--- config.mk ---
export PLATFORM = sky130hd
export DESIGN_NAME = ppl_frame_sched_flat
export DESIGN_NICKNAME = d
export VERILOG_FILES = /design/src/rtl/ppl_frame_sched_if.sv /design/src/rtl/ppl_frame_sched.sv /design/src/flat_wrapper.sv
export SDC_FILE = /design/constraint.sdc
export NUM_CORES = 1
export LEC_CHECK = 0
export ABC_AREA = 0
export CAP_MARGIN = 20
export CORE_ASPECT_RATIO = 1.4
export CORE_UTILIZATION = 38
export CTS_BUF_LIST = sky130_fd_sc_hd__clkbuf_4 sky130_fd_sc_hd__clkbuf_8
export CTS_CLUSTER_SIZE = 25
export DETAILED_ROUTE_END_ITERATION = 6
export GPL_TIMING_DRIVEN = 0
export PLACE_DENSITY_LB_ADDON = 0.08
export SETUP_SLACK_MARGIN = 0.5
export SLEW_MARGIN = 25
export SYNTH_ARGS = -nofsm -noshare
export SYNTH_HDL_FRONTEND = slang
export SYNTH_SLANG_ARGS = --single-unit
--- constraint.sdc ---
create_clock -name clk -period 5.6 [get_ports clk]
set_input_delay 1.12 -clock clk [delete_from_list [all_inputs] [get_ports clk]]
set_output_delay 1.12 -clock clk [all_outputs]
set_load 0.1 [all_outputs]
--- src/rtl/ppl_frame_sched_if.sv ---
// Scheduler-side bundle: pose in/out, pixel issue handshake, sample returns and map edits.
// master = scheduler, slave = surrounding pipeline and requesters.
interface ppl_frame_sched_if;
    logic        frame_req;
    logic [16:0] in_pos_x;
    logic [16:0] in_pos_y;
    logic [16:0] in_pos_z;
    logic [15:0] in_angle_x;
    logic [15:0] in_angle_y;
    logic [16:0] p_pos_x;
    logic [16:0] p_pos_y;
    logic [16:0] p_pos_z;
    logic [15:0] p_angle_x;
    logic [15:0] p_angle_y;
    logic        pix_valid;
    logic [19:0] pix_addr;
    logic        pix_ready;
    logic        ret_valid;
    logic        edit_req;
    logic [14:0] edit_addr;
    logic [4:0]  edit_data;
    logic        edit_ack;
    logic        write_en;
    logic [14:0] write_addr;
    logic [4:0]  write_data;
    logic        busy;
    logic        frame_done;
    logic        timeout_flag;
    logic [7:0]  overrun_cnt;

    modport master (
        input  frame_req, in_pos_x, in_pos_y, in_pos_z, in_angle_x, in_angle_y,
               pix_ready, ret_valid, edit_req, edit_addr, edit_data,
        output p_pos_x, p_pos_y, p_pos_z, p_angle_x, p_angle_y, pix_valid, pix_addr,
               edit_ack, write_en, write_addr, write_data, busy, frame_done,
               timeout_flag, overrun_cnt
    );

    modport slave (
        output frame_req, in_pos_x, in_pos_y, in_pos_z, in_angle_x, in_angle_y,
               pix_ready, ret_valid, edit_req, edit_addr, edit_data,
        input  p_pos_x, p_pos_y, p_pos_z, p_angle_x, p_angle_y, pix_valid, pix_addr,
               edit_ack, write_en, write_addr, write_data, busy, frame_done,
               timeout_flag, overrun_cnt
    );
endinterface

--- src/rtl/ppl_frame_sched.sv ---
// Frame scheduler: snapshots the pose, issues every pixel address of a frame, counts
// returned samples and applies map edits only between frames.
module ppl_frame_sched #(
    parameter int unsigned H_DISP        = 480,
    parameter int unsigned V_DISP        = 272,
    parameter int unsigned DRAIN_TIMEOUT = 1024
) (
    input  logic               clk,
    input  logic               rst,
    ppl_frame_sched_if.master  bus
);
    localparam int unsigned NPIX = H_DISP * V_DISP;
    localparam int unsigned RW   = $clog2(NPIX + 1);
    localparam int unsigned DW   = $clog2(DRAIN_TIMEOUT + 1);

    typedef enum logic [2:0] {
        ST_IDLE, ST_EDIT, ST_LATCH, ST_ISSUE, ST_DRAIN
    } state_e;

    state_e        state_q;
    logic          pending_q;
    logic [RW-1:0] ret_cnt_q;
    logic [DW-1:0] drain_cnt_q;
    logic [16:0]   p_pos_x_q, p_pos_y_q, p_pos_z_q;
    logic [15:0]   p_angle_x_q, p_angle_y_q;
    logic          pix_valid_q;
    logic [19:0]   pix_addr_q;
    logic          edit_ack_q;
    logic          write_en_q;
    logic [14:0]   write_addr_q;
    logic [4:0]    write_data_q;
    logic          busy_q;
    logic          frame_done_q;
    logic          timeout_flag_q;
    logic [7:0]    overrun_cnt_q;

    logic in_frame_c;
    logic ret_last_c;

    assign in_frame_c = (state_q == ST_ISSUE) || (state_q == ST_DRAIN);
    // The final sample either has already been counted or is being counted this cycle.
    assign ret_last_c = (ret_cnt_q == RW'(NPIX)) ||
                        (bus.ret_valid && (ret_cnt_q == RW'(NPIX - 1)));

    always_ff @(posedge clk or posedge rst) begin
        if (rst) begin
            state_q        <= ST_IDLE;
            pending_q      <= 1'b0;
            ret_cnt_q      <= '0;
            drain_cnt_q    <= '0;
            p_pos_x_q      <= '0;
            p_pos_y_q      <= '0;
            p_pos_z_q      <= '0;
            p_angle_x_q    <= '0;
            p_angle_y_q    <= '0;
            pix_valid_q    <= 1'b0;
            pix_addr_q     <= '0;
            edit_ack_q     <= 1'b0;
            write_en_q     <= 1'b0;
            write_addr_q   <= '0;
            write_data_q   <= '0;
            busy_q         <= 1'b0;
            frame_done_q   <= 1'b0;
            timeout_flag_q <= 1'b0;
            overrun_cnt_q  <= '0;
        end else begin
            frame_done_q <= 1'b0;
            edit_ack_q   <= 1'b0;
            write_en_q   <= 1'b0;

            // One request may wait behind the current frame; further ones are dropped.
            if ((state_q != ST_IDLE) && bus.frame_req) begin
                if (!pending_q) begin
                    pending_q <= 1'b1;
                end else if (overrun_cnt_q != 8'hFF) begin
                    overrun_cnt_q <= overrun_cnt_q + 8'd1;
                end
            end

            if (in_frame_c && bus.ret_valid && (ret_cnt_q != RW'(NPIX))) begin
                ret_cnt_q <= ret_cnt_q + RW'(1);
            end

            case (state_q)
                ST_IDLE: begin
                    if (bus.frame_req || pending_q) begin
                        state_q   <= ST_LATCH;
                        pending_q <= 1'b0;
                        busy_q    <= 1'b1;
                    end else if (bus.edit_req) begin
                        state_q      <= ST_EDIT;
                        busy_q       <= 1'b1;
                        write_en_q   <= 1'b1;
                        edit_ack_q   <= 1'b1;
                        write_addr_q <= bus.edit_addr;
                        write_data_q <= bus.edit_data;
                    end
                end
                ST_EDIT: begin
                    state_q <= ST_IDLE;
                    busy_q  <= 1'b0;
                end
                ST_LATCH: begin
                    p_pos_x_q   <= bus.in_pos_x;
                    p_pos_y_q   <= bus.in_pos_y;
                    p_pos_z_q   <= bus.in_pos_z;
                    p_angle_x_q <= bus.in_angle_x;
                    p_angle_y_q <= bus.in_angle_y;
                    pix_addr_q  <= '0;
                    ret_cnt_q   <= '0;
                    pix_valid_q <= 1'b1;
                    state_q     <= ST_ISSUE;
                end
                ST_ISSUE: begin
                    if (bus.pix_ready) begin
                        if (pix_addr_q == 20'(NPIX - 1)) begin
                            pix_valid_q <= 1'b0;
                            drain_cnt_q <= '0;
                            state_q     <= ST_DRAIN;
                        end else begin
                            pix_addr_q <= pix_addr_q + 20'd1;
                        end
                    end
                end
                ST_DRAIN: begin
                    // A normal completion takes priority over a coincident timeout.
                    if (ret_last_c) begin
                        frame_done_q <= 1'b1;
                        busy_q       <= 1'b0;
                        state_q      <= ST_IDLE;
                    end else if (drain_cnt_q == DW'(DRAIN_TIMEOUT - 1)) begin
                        frame_done_q   <= 1'b1;
                        timeout_flag_q <= 1'b1;
                        busy_q         <= 1'b0;
                        state_q        <= ST_IDLE;
                    end else begin
                        drain_cnt_q <= drain_cnt_q + DW'(1);
                    end
                end
                default: begin
                    state_q <= ST_IDLE;
                    busy_q  <= 1'b0;
                end
            endcase
        end
    end

    assign bus.p_pos_x      = p_pos_x_q;
    assign bus.p_pos_y      = p_pos_y_q;
    assign bus.p_pos_z      = p_pos_z_q;
    assign bus.p_angle_x    = p_angle_x_q;
    assign bus.p_angle_y    = p_angle_y_q;
    assign bus.pix_valid    = pix_valid_q;
    assign bus.pix_addr     = pix_addr_q;
    assign bus.edit_ack     = edit_ack_q;
    assign bus.write_en     = write_en_q;
    assign bus.write_addr   = write_addr_q;
    assign bus.write_data   = write_data_q;
    assign bus.busy         = busy_q;
    assign bus.frame_done   = frame_done_q;
    assign bus.timeout_flag = timeout_flag_q;
    assign bus.overrun_cnt  = overrun_cnt_q;
endmodule
--- src/flat_wrapper.sv ---
// flat-port wrapper written by rule: the top's interface ports become plain ports
module ppl_frame_sched_flat 
#(
    parameter int unsigned H_DISP        = 480,
    parameter int unsigned V_DISP        = 272,
    parameter int unsigned DRAIN_TIMEOUT = 1024
)
  (clk, rst, bus_frame_req, bus_in_pos_x, bus_in_pos_y, bus_in_pos_z, bus_in_angle_x, bus_in_angle_y, bus_pix_ready, bus_ret_valid, bus_edit_req, bus_edit_addr, bus_edit_data, bus_p_pos_x, bus_p_pos_y, bus_p_pos_z, bus_p_angle_x, bus_p_angle_y, bus_pix_valid, bus_pix_addr, bus_edit_ack, bus_write_en, bus_write_addr, bus_write_data, bus_busy, bus_frame_done, bus_timeout_flag, bus_overrun_cnt);
  ppl_frame_sched_if bus_i ();
  input  logic clk;
  input  logic rst;
  input wire logic [$bits(bus_i.frame_req)-1:0] bus_frame_req;
  input wire logic [$bits(bus_i.in_pos_x)-1:0] bus_in_pos_x;
  input wire logic [$bits(bus_i.in_pos_y)-1:0] bus_in_pos_y;
  input wire logic [$bits(bus_i.in_pos_z)-1:0] bus_in_pos_z;
  input wire logic [$bits(bus_i.in_angle_x)-1:0] bus_in_angle_x;
  input wire logic [$bits(bus_i.in_angle_y)-1:0] bus_in_angle_y;
  input wire logic [$bits(bus_i.pix_ready)-1:0] bus_pix_ready;
  input wire logic [$bits(bus_i.ret_valid)-1:0] bus_ret_valid;
  input wire logic [$bits(bus_i.edit_req)-1:0] bus_edit_req;
  input wire logic [$bits(bus_i.edit_addr)-1:0] bus_edit_addr;
  input wire logic [$bits(bus_i.edit_data)-1:0] bus_edit_data;
  output wire logic [$bits(bus_i.p_pos_x)-1:0] bus_p_pos_x;
  output wire logic [$bits(bus_i.p_pos_y)-1:0] bus_p_pos_y;
  output wire logic [$bits(bus_i.p_pos_z)-1:0] bus_p_pos_z;
  output wire logic [$bits(bus_i.p_angle_x)-1:0] bus_p_angle_x;
  output wire logic [$bits(bus_i.p_angle_y)-1:0] bus_p_angle_y;
  output wire logic [$bits(bus_i.pix_valid)-1:0] bus_pix_valid;
  output wire logic [$bits(bus_i.pix_addr)-1:0] bus_pix_addr;
  output wire logic [$bits(bus_i.edit_ack)-1:0] bus_edit_ack;
  output wire logic [$bits(bus_i.write_en)-1:0] bus_write_en;
  output wire logic [$bits(bus_i.write_addr)-1:0] bus_write_addr;
  output wire logic [$bits(bus_i.write_data)-1:0] bus_write_data;
  output wire logic [$bits(bus_i.busy)-1:0] bus_busy;
  output wire logic [$bits(bus_i.frame_done)-1:0] bus_frame_done;
  output wire logic [$bits(bus_i.timeout_flag)-1:0] bus_timeout_flag;
  output wire logic [$bits(bus_i.overrun_cnt)-1:0] bus_overrun_cnt;
  assign bus_i.frame_req = bus_frame_req;
  assign bus_i.in_pos_x = bus_in_pos_x;
  assign bus_i.in_pos_y = bus_in_pos_y;
  assign bus_i.in_pos_z = bus_in_pos_z;
  assign bus_i.in_angle_x = bus_in_angle_x;
  assign bus_i.in_angle_y = bus_in_angle_y;
  assign bus_i.pix_ready = bus_pix_ready;
  assign bus_i.ret_valid = bus_ret_valid;
  assign bus_i.edit_req = bus_edit_req;
  assign bus_i.edit_addr = bus_edit_addr;
  assign bus_i.edit_data = bus_edit_data;
  assign bus_p_pos_x = bus_i.p_pos_x;
  assign bus_p_pos_y = bus_i.p_pos_y;
  assign bus_p_pos_z = bus_i.p_pos_z;
  assign bus_p_angle_x = bus_i.p_angle_x;
  assign bus_p_angle_y = bus_i.p_angle_y;
  assign bus_pix_valid = bus_i.pix_valid;
  assign bus_pix_addr = bus_i.pix_addr;
  assign bus_edit_ack = bus_i.edit_ack;
  assign bus_write_en = bus_i.write_en;
  assign bus_write_addr = bus_i.write_addr;
  assign bus_write_data = bus_i.write_data;
  assign bus_busy = bus_i.busy;
  assign bus_frame_done = bus_i.frame_done;
  assign bus_timeout_flag = bus_i.timeout_flag;
  assign bus_overrun_cnt = bus_i.overrun_cnt;
  ppl_frame_sched #(.H_DISP(H_DISP), .V_DISP(V_DISP), .DRAIN_TIMEOUT(DRAIN_TIMEOUT)) u_core (.clk(clk), .rst(rst), .bus(bus_i));
endmodule
* Word level (Yosys, flattened, before mapping)
Cells that the tools add are included.
Operators by class: add/subtract/negate cells 4, equality and inequality tests 16, multiplexer cells 34, bitwise gates (word level) 3, reductions and logical operators 21
Operators by type and width (count):
- 11-bit 2-to-1 mux | 4
- 20-bit 2-to-1 mux | 2
- 20-bit one-hot mux with 2 select lines | 1
- 17-bit equality test, second input constant | 2
- 17-bit 2-to-1 mux | 2
- 11-bit one-hot mux with 2 select lines | 1
- 20-bit by 1-bit adder with 20-bit output, second input constant | 1
- 20-bit by 17-bit equality test with 1-bit output, second input constant | 1
- 3-bit 2-to-1 mux | 6
- 3-bit AND reduction | 6
- 17-bit by 1-bit adder with 17-bit output, second input constant | 1
- 17-bit inequality test, second input constant | 1
- 1-bit 2-to-1 mux | 15
- 3-bit one-hot mux with 4 select lines | 1
- 11-bit by 1-bit adder with 11-bit output, second input constant | 1
- 11-bit by 10-bit equality test with 1-bit output, second input constant | 1
- 2-bit inequality test, second input constant | 5
- 8-bit by 1-bit adder with 8-bit output, second input constant | 1
- 8-bit inequality test, second input constant | 1
- 3-bit by 2-bit equality test with 1-bit output, second input constant | 2
- 3-bit by 2-bit inequality test with 1-bit output, second input constant | 2
- 2-bit nonzero test | 3
- 5-bit AND reduction | 1
- 1-bit logical AND | 4
- other kinds (9) | 13
Storage, ports and cells: register bits 168, output and inout bits 137, logic and storage cells 96

* Depth between registers and ports, before layout
Gate-level depths: netlist (run 1).
depth in word-level cells 6, depth in mapped cells 9, depth with buffers taken out 7

* Least setup slack after synthesis (run 1)
Ideal clock, no wire load.
path kind register to register, start reg u_core.pix_addr_q[1], in the netlist u_core.bus.pix_addr[1], end reg u_core.drain_cnt_q[9], setup time 129 ps, arrival time 2593 ps, required time 5471 ps, slack 2878 ps, stages on the path, launching flop included 10, clock period less this slack 2722 ps, cells stage by stage dfrtp_1 -> ha_1 -> nand3_1 -> or3_1 -> clkbuf_1 -> nor4_1 -> a21oi_1 -> buf_2 -> o21ai_0 -> o41ai_1
Between the ends: cells in the longest elaborated chain, start to end 3
RTL lines:
- start, declared | line ppl_frame_sched.sv:27 | logic [19:0] pix_addr_q;
- start signal, assigned | line ppl_frame_sched.sv:121 | pix_addr_q <= pix_addr_q + 20'd1;
- 20-bit by 17-bit equality test with 1-bit output | line ppl_frame_sched.sv:116 | if (pix_addr_q == 20'(NPIX - 1)) begin
- 2-bit inequality test (no source line)
- 5-bit AND reduction (no source line)
- end signal, assigned | line ppl_frame_sched.sv:137 | drain_cnt_q <= drain_cnt_q + DW'(1);
- end, declared | line ppl_frame_sched.sv:23 | logic [DW-1:0] drain_cnt_q;
No other way between the ends. A chain may end at the register's enable or synchronous reset.

* Final worst setup path (run 1)
start reg u_core.pix_addr_q[7], in the netlist u_core.bus.pix_addr[7], end out bus_pix_addr[7]
RTL lines:
- end, declared | line flat_wrapper.sv:29 | output wire logic [$bits(bus_i.pix_addr)-1:0] bus_pix_addr;
No word-level cell between the ends.

==> impl_summary.txt, run 1 <==
----------------------------------------------------
[Floorplan]
  Count of boundary I/O pins ... 246
  Die Area ... 0.0193 sq mm
  Area of the core region ... 0.0181 sq mm
  Vert. Die Dim ... 164 um
  Starting Density ... 0.393
  Horiz. Die Dim ... 118 um
  Row count ... 58

[GRT]
  Pin count of the biggest net entering global routing ... 33
  Vias in the first global route ... 6215
  GRT Residual Overflow ... 0
  Global-route wire length before repair ... 31300 um
  Global-route usage over all layers ... 0.206
  Initial antenna violation count ... 0

[Yosys]
  Number of nets produced by synthesis ... 732
  Most frequent cell after synthesis ... sky130_fd_sc_hd__dfrtp_1
  Simple logic cell fraction of the synthesized area ... 0.154
  Most used DFF post-synth ... sky130_fd_sc_hd__dfrtp_1
  Cell variety after synth ... 48
  Ranking of synthesized cells by area ... sky130_fd_sc_hd__dfrtp_1 (59%), sky130_fd_sc_hd__mux2_2 (13%), sky130_fd_sc_hd__nand2_1 (4.7%)
  Number of cells produced by synthesis ... 618
  Synthesis warning total ... 0
  Dominant combinational cell family by area after synthesis ... simple AND/OR/NAND/NOR gates
  Number of flops mapped to enable cells by yosys ... 0
  Fraction of registers with async set or reset after synthesis ... 1.00
  Compound-Gate Fraction of Synth Area ... 0.0437
  Yosys top cell area share ... 0.589
  Mean Syn Cell Area ... 11.5 sq um
  Adder-Cell Fraction of Synth Area ... 0.00877
  Top cells by instance count after synthesis ... sky130_fd_sc_hd__dfrtp_1 (168), sky130_fd_sc_hd__nand2_1 (90), sky130_fd_sc_hd__mux2_2 (83), sky130_fd_sc_hd__nor2_1 (56), sky130_fd_sc_hd__nand3_1 (32)
  Cell accounting for the most synthesized area ... sky130_fd_sc_hd__dfrtp_1
  Xor/xnor cell area share of the yosys netlist ... 0.0491
  Flops & latches, synth ... 168
  Multiplexer share of the synthesized area ... 0.132
  Cell area after technology mapping ... 0.00713 sq mm
  Sequential share of the synthesized area ... 0.589

[Clock network]
  Clock tree from TritonCTS ... done
  Resized cells post-CTS ... 0
  Cts hold-fix bufs ... 0
  Maximum buffer depth of the clock tree ... 2
  Clock root buffer ... sky130_fd_sc_hd__clkbuf_8
  Clock latency at the later pin of the worst-skew pair ... 0.45 ns
  Buffers inserted during post-CTS setup optimization ... 0
  Clock tree sinks ... 168
  Clock transition at the register clock pins on the worst setup and hold paths after CTS ... 0.10 ns
  Total CTS buffers ... 17
  H-Tree Level Count ... 4

[Timing]
  Period utilization ... 0.581
  Setup skew after layout ... 0.0128 ns
  Final critical-path setup slack ... 2.35 ns
  Setup TNS Final ... 0 ns
  Clock period minus final worst setup slack ... 3.25 ns
  Endpoints failing setup ... 0
  Worst Tran Pin Value ... 1.06 ns
  Final number of max-transition violations ... 0
  Worst-case headroom to the max-slew limit ... 0.292
  Unrepaired setup endpoints after global routing ... no
  Maximum achievable frequency ... 0.307 GHz
  Count of endpoints failing hold in the final timing report ... 0

[Finish]
  Layout Nets ... 1002
  Non-filler instance count after layout ... 1142
  Fill cell total of the finished layout ... 1585
  Final standard cell area without fillers ... 0.0104 sq mm
  Area growth from synthesis to layout ... 46.0%
  Sequential cell area ... 0.00420 sq mm
  Area of the multi-input gates ... 0.00277 sq mm
  Ratio of cells with drive above 1 in the final layout ... 0.149

[Min path]
  Destination of the worst hold path ... u_core.bus.timeout_flag$_DFFE_PP0P_
  Hold path startpoint ... u_core.bus.timeout_flag$_DFFE_PP0P_
  Cell depth of the worst min-delay path ... 1
  Path class of the lowest-slack min-delay path ... reg -> reg

[Setup path]
  Largest delay contributor family on the critical path ... buffers and inverters
  Startpoint type of the worst setup path ... flop
  Endpoint type of the worst setup path ... primary output
  Setup slack on the worst flop-to-flop path ... 2.95 ns
  Buffers plus inverters on the worst setup path ... 1
  Delay of the slowest cell on the worst path ... 1.19 ns
  Endpoint of the most critical register-to-register path ... u_core.drain_cnt_q[5]$_DFFE_PP0P_
  Required time of the critical path ... 4.48 ns
  Cell Chain, Critical Path ... clkdlybuf4s50_1
  Critical setup path kind ... reg -> out
  Worst EP arrival ... 2.13 ns
  R2R depth ... 9
  CP Max Fanout ... 6
  Cell type of the slowest stage on the worst timing path ... sky130_fd_sc_hd__clkdlybuf4s50_1
  RR Startpoint ... u_core.bus.pix_addr[1]$_DFFE_PP0P_

[Power]
  Largest voltage drop on the vdd net ... 0.372 mV
  Leak Pwr ... 4.42 nW
  Power per Cell Area ... 464 mW/mm^2

[Placed design]
  Number of input and output port buffers inserted ... 245
  Placed cells ... 1109
  Placer's final routability congestion estimate ... 0.838
  Post-detail-place hpwl ... 14700 um
  Area of placed instances ... 0.0100 sq mm
  Pre-CTS setup slack ... 2.23 ns

[Drt]
  Vias ... 5696
  Sum of routed wire length over all layers ... 19000 um
  Antenna-violating nets left ... 0
  Pre-Repair DR Iteration Count ... 5
  Via-to-Cell Ratio ... 4.99
  Final routed wire length divided by cell count ... 16.6 um
  DRC errors left ... 0
  Number of design-rule violations left by the first detailed-router iteration ... 211

[Job]
  Maximum capacitance violations ... 0

[Run status]
  Outcome ... complete, no violations

----------------------------------------------------
==> per-stage QoR <==
stage	hold WS [ns]	util	total power, mW
detailed placement	0.466	0.553	4.02
finish	0.479	0.574	4.83
global placement	0.457	0.545	3.98
floorplan	0.449	-	3.38
global route	0.505	0.574	5.03
CTS	0.487	0.574	4.88
==> final cells by class <==
class / instances / area share
diodes: 1 / 0.000240
plain buffers: 25 / 0.0113
clock buffers: 19 / 0.0245
clock inverters: 13 / 0.0126
inverters: 12 / 0.00469
multi-input cells: 413 / 0.266
flip-flops and latches: 168 / 0.404
well taps: 240 / 0.0288
repair buffers: 251 / 0.248
==> sequential cells by signal, indices dropped and copies added (netlist names), 11 cells and up <==
signal,flops
u_core.bus.p_pos_y,17
u_core.bus.p_pos_x,17
u_core.bus.p_angle_x,16
u_core.ret_cnt_q,17
u_core.bus.p_pos_z,17
u_core.bus.p_angle_y,16
u_core.bus.pix_addr,20
u_core.bus.write_addr,15
u_core.drain_cnt_q,11
==> report_power, final <==
part           switching, mW  internal (mW)  total (mW)  leakage (nW)
combinational           1.79          0.593        2.38          2.12
sequential             0.180           1.43        1.61          2.11
clock                  0.490          0.349       0.838         0.200
==> cells in the final DEF, fill, tap and decap left out, drive strengths merged, types with 2 or more instances in the layout <==
cell           count
or3                5
nor2              56
nand3             32
a21o               2
and4               3
ha                 5
o21ai             18
o21a               2
mux2              83
buf               17
and3               6
xor2              11
nor3b              4
inv               20
nand2             90
nor4              14
clkdlybuf4s50    245
clkinv             4
a21oi              9
nor3              10
and2               2
nand2b             3
clkbuf            33
o41ai              2
dfrtp            168
xnor2             29
a211oi             3
o31ai              2
nand4              7
==> logic make-up after synthesis <==
kind of cell | count (synthesis)
AOI/OAI and AO/OA | 47
xor gates and xnor gates | 40
muxes | 84
buffers and inverters | 37
and+or+nand+nor | 237
adders and majority gates | 5
DFF | 168
==> worst max-delay path by stage <==
stage	startpoint	end	slack, ns	cells past startpoint
after CTS	u_core.bus.pix_addr[7]$_DFFE_PP0P_	bus_pix_addr[7]	2.31	1
final	u_core.bus.pix_addr[7]$_DFFE_PP0P_	bus_pix_addr[7]	2.35	1
after floorplan	rst	u_core.bus.busy$_DFFE_PP0P_	2.34	1
after global routing	u_core.bus.pix_addr[7]$_DFFE_PP0P_	bus_pix_addr[7]	2.23	1
after detailed placement	bus_ret_valid	u_core.drain_cnt_q[5]$_DFFE_PP0P_	2.23	8
after global placement	rst	u_core.bus.pix_addr[11]$_DFFE_PP0P_	0.98	2
==> metal layers <==
layer	vias to the layer above	global-route usage	wire length, um
li1	2664	-	-
met1	2823	0.225	6980
met2	188	0.361	10000
met3	21	0.0861	1640
met4	0	0.0688	342
met5	-	0	0
No activity file was read; power rests on OpenSTA's default activity.
==> run 2, diff against run 1 <==
Clock period 5.6 ns to 3.1 ns, I/O delays scaled along.
==> impl_summary.txt, run 2 (same netlist as run 1, synthesis figures left out) <==
----------------------------------------------------
[Drt]
  Pre-Repair DR Iteration Count ... 4 (-1)
  Antenna-violating nets left ... 0 (unchanged)
  Final routed wire length divided by cell count ... 16.7 um (+0.54%)
  Vias ... 5678 (-0.32%)
  Via-to-Cell Ratio ... 4.97 (-0.32%)
  Sum of routed wire length over all layers ... 19100 um (+0.54%)
  Number of design-rule violations left by the first detailed-router iteration ... 248 (+18%)
  DRC errors left ... 0 (unchanged)

[Clock network]
  Clock latency at the later pin of the worst-skew pair ... 0.45 ns (about the same)
  Buffers inserted during post-CTS setup optimization ... 0 (unchanged)
  Clock tree from TritonCTS ... done
  Clock root buffer ... sky130_fd_sc_hd__clkbuf_8
  H-Tree Level Count ... 4 (unchanged)
  Clock transition at the register clock pins on the worst setup and hold paths after CTS ... 0.09 ns (about the same)
  Maximum buffer depth of the clock tree ... 2 (unchanged)
  Total CTS buffers ... 17 (unchanged)
  Clock tree sinks ... 168 (unchanged)

[Setup path]
  CP Max Fanout ... 1 (-5)
  Required time of the critical path ... 2.48 ns (-2.00 ns)
  RR Startpoint ... u_core.bus.pix_addr[1]$_DFFE_PP0P_
  Endpoint type of the worst setup path ... primary output
  Worst Setup SP ... u_core.bus.frame_done$_DFF_PP0_
  Largest delay contributor family on the critical path ... buffers and inverters
  Critical Path Sink ... bus_frame_done
  Critical setup path kind ... reg -> out
  Delay of the slowest cell on the worst path ... 1.12 ns (-0.07 ns)
  Crit. path cell count ... 1 (unchanged)
  Setup slack on the worst flop-to-flop path ... 0.64 ns (-2.31 ns)
  R2R depth ... 9 (unchanged)
  Buffers plus inverters on the worst setup path ... 1 (unchanged)
  Worst EP arrival ... 1.88 ns (-0.25 ns)
  Cell type of the slowest stage on the worst timing path ... sky130_fd_sc_hd__clkdlybuf4s50_1
  Endpoint of the most critical register-to-register path ... u_core.drain_cnt_q[5]$_DFFE_PP0P_
  Startpoint type of the worst setup path ... flop
  Cell Chain, Critical Path ... clkdlybuf4s50_1

[Finish]
  Final core utilization ... 0.571 (-0.00290)
  Ratio of cells with drive above 1 in the final layout ... 0.153 (+0.00444)
  Fill cell total of the finished layout ... 1620 (+2.2%)
  Area growth from synthesis to layout ... 45.2%
  Leading cell type in the layout, fill and taps excluded ... sky130_fd_sc_hd__dfrtp_1
  Non-filler instance count after layout ... 1142 (unchanged)
  Largest register FFs ... 20 (unchanged)
  Layout Nets ... 1002 (unchanged)
  Highest-count cells in the layout ignoring fill and taps ... sky130_fd_sc_hd__dfrtp_1 (168), sky130_fd_sc_hd__clkdlybuf4s50_1 (109), sky130_fd_sc_hd__dlygate4sd2_1 (108)
  Final standard cell area without fillers ... 0.0104 sq mm (-0.51%)

[Timing]
  Unrepaired setup endpoints after global routing ... yes
  Worst-case headroom to the max-slew limit ... 0.304 (+0.0125)
  Setup skew after layout ... 0.0139 ns (+0.00108 ns)
  Maximum achievable frequency ... 0.399 GHz
  Hold Slack ... 0.481 ns (+0.00214 ns)
  Clock period minus final worst setup slack ... 2.50 ns
  Endpoints failing setup ... 0 (unchanged)
  Count of endpoints failing hold in the final timing report ... 0 (unchanged)
  Worst Tran Pin Value ... 1.05 ns (-0.0112 ns)
  Setup TNS Final ... 0 ns (unchanged)
  Period utilization ... 0.808
  Final number of max-transition violations ... 0 (unchanged)

[Power]
  Switching component of the power ... 4.43 mW (+80%)
  Largest voltage drop on the vdd net ... 0.571 mV (+54%)
  Cell internal pwr ... 4.07 mW (+71%)
  Combinational share of power ... 0.481 (-0.012)
  Part of the power in registers ... 0.341 (+0.007)
  Power per Cell Area ... 820 mW/mm^2 (+77%)
  Proportion of total power due to net switching ... 0.521 (+0.0122)
  Leak Pwr ... 5.03 nW (+14%)
  Clk pwr share ... 0.178 (+0.005)

[GRT]
  GRT Residual Overflow ... 0 (unchanged)
  Global-route wire length before repair ... 31300 um (about the same)
  Vias in the first global route ... 6204 (-0.18%)
  Global-route usage over all layers ... 0.206 (about the same)
  Pin count of the biggest net entering global routing ... 33 (unchanged)
  Initial antenna violation count ... 0 (unchanged)

[Floorplan]
  Row count ... 58 (unchanged)
  Horiz. Die Dim ... 118 um (unchanged)
  Vert. Die Dim ... 164 um (unchanged)
  Die Area ... 0.0193 sq mm (unchanged)
  Starting Density ... 0.393 (unchanged)
  Count of boundary I/O pins ... 246 (unchanged)
  Area of the core region ... 0.0181 sq mm (unchanged)

[Min path]
  Path class of the lowest-slack min-delay path ... reg -> reg

[Placed design]
  Post-detail-place hpwl ... 14700 um (unchanged)
  Number of input and output port buffers inserted ... 245 (unchanged)
  Placer's final routability congestion estimate ... 0.838 (unchanged)
  Area of placed instances ... 0.0100 sq mm (unchanged)
  Placed cells ... 1109 (unchanged)

[Run status]
  Outcome ... complete, no violations

[Job]
  Maximum capacitance violations ... 0 (unchanged)

----------------------------------------------------
## run 2: cell types whose count changed in the layout (fill, tap and decap cells not counted), sizes merged
| cell | change |
|---|---|
| buf | -1 |
| clkbuf | +1 |
| clkdlybuf4s50 | -136 |
| dlygate4sd2 | +108 |
| dlymetal6s2s | +28 |
## run 2: what timing repair did
item | CTS | global route
endpoints found under the setup margin | 138 | 36
pin swaps | 0 | 1
resized for setup | 109 | 31
hold buffers | 0 | 0
## run 2: how the worst min path moves through the flow
stage,from,to,slack (ns),cells past startpoint
after CTS,u_core.bus.write_addr[1]$_DFFE_PP0P_,u_core.bus.write_addr[1]$_DFFE_PP0P_,0.49,2
after detailed placement,u_core.drain_cnt_q[10]$_DFFE_PP0P_,u_core.drain_cnt_q[10]$_DFFE_PP0P_,0.47,1
final,u_core.bus.timeout_flag$_DFFE_PP0P_,u_core.bus.timeout_flag$_DFFE_PP0P_,0.48,1
after global routing,u_core.drain_cnt_q[10]$_DFFE_PP0P_,u_core.drain_cnt_q[10]$_DFFE_PP0P_,0.51,1
after global placement,u_core.bus.timeout_flag$_DFFE_PP0P_,u_core.bus.timeout_flag$_DFFE_PP0P_,0.46,1
after floorplan,u_core.drain_cnt_q[10]$_DFFE_PP0P_,u_core.drain_cnt_q[10]$_DFFE_PP0P_,0.45,1
## run 2: per-stage QoR
| stage | power, mW | setup WS (ns) |
|---|---|---|
| floorplan | 6.11 | 0.339 |
| global placement | 7.19 | -1.02 |
| detailed placement | 7.27 | 0.233 |
| CTS | 8.59 | 0.501 |
| global route | 8.85 | 0.503 |
| finish | 8.50 | 0.596 |
## run 2: layout make-up
type	count	area [sq um]	area share
Antenna cell	1	2.50	0.000241
Buffer	25	120	0.0116
Clock buffer	19	255	0.0246
Clock inverter	13	131	0.0127
Inverter	12	48.8	0.00471
Multi-Input combinational cell	413	2780	0.268
Sequential cell	168	4200	0.406
Tap cell	240	300	0.0290
Timing Repair Buffer	251	2520	0.243
## run 2: power groups by stage
stage | Clock (mW) | Sequential [mW] | Combinational [mW]
finish | 1.51 | 2.90 | 4.09
global route | 1.67 | 2.96 | 4.22
CTS | 1.58 | 2.90 | 4.12
detailed placement | 0 | 2.95 | 4.32
global placement | 0 | 2.92 | 4.27
floorplan | 0 | 5.58 | 0.533
## run 2: layer usage
layer	wire, um	track usage	vias up
li1	-	-	2662
met1	7000	0.224	2821
met2	10200	0.363	178
met3	1600	0.0851	17
met4	287	0.0664	0
met5	0	0	-
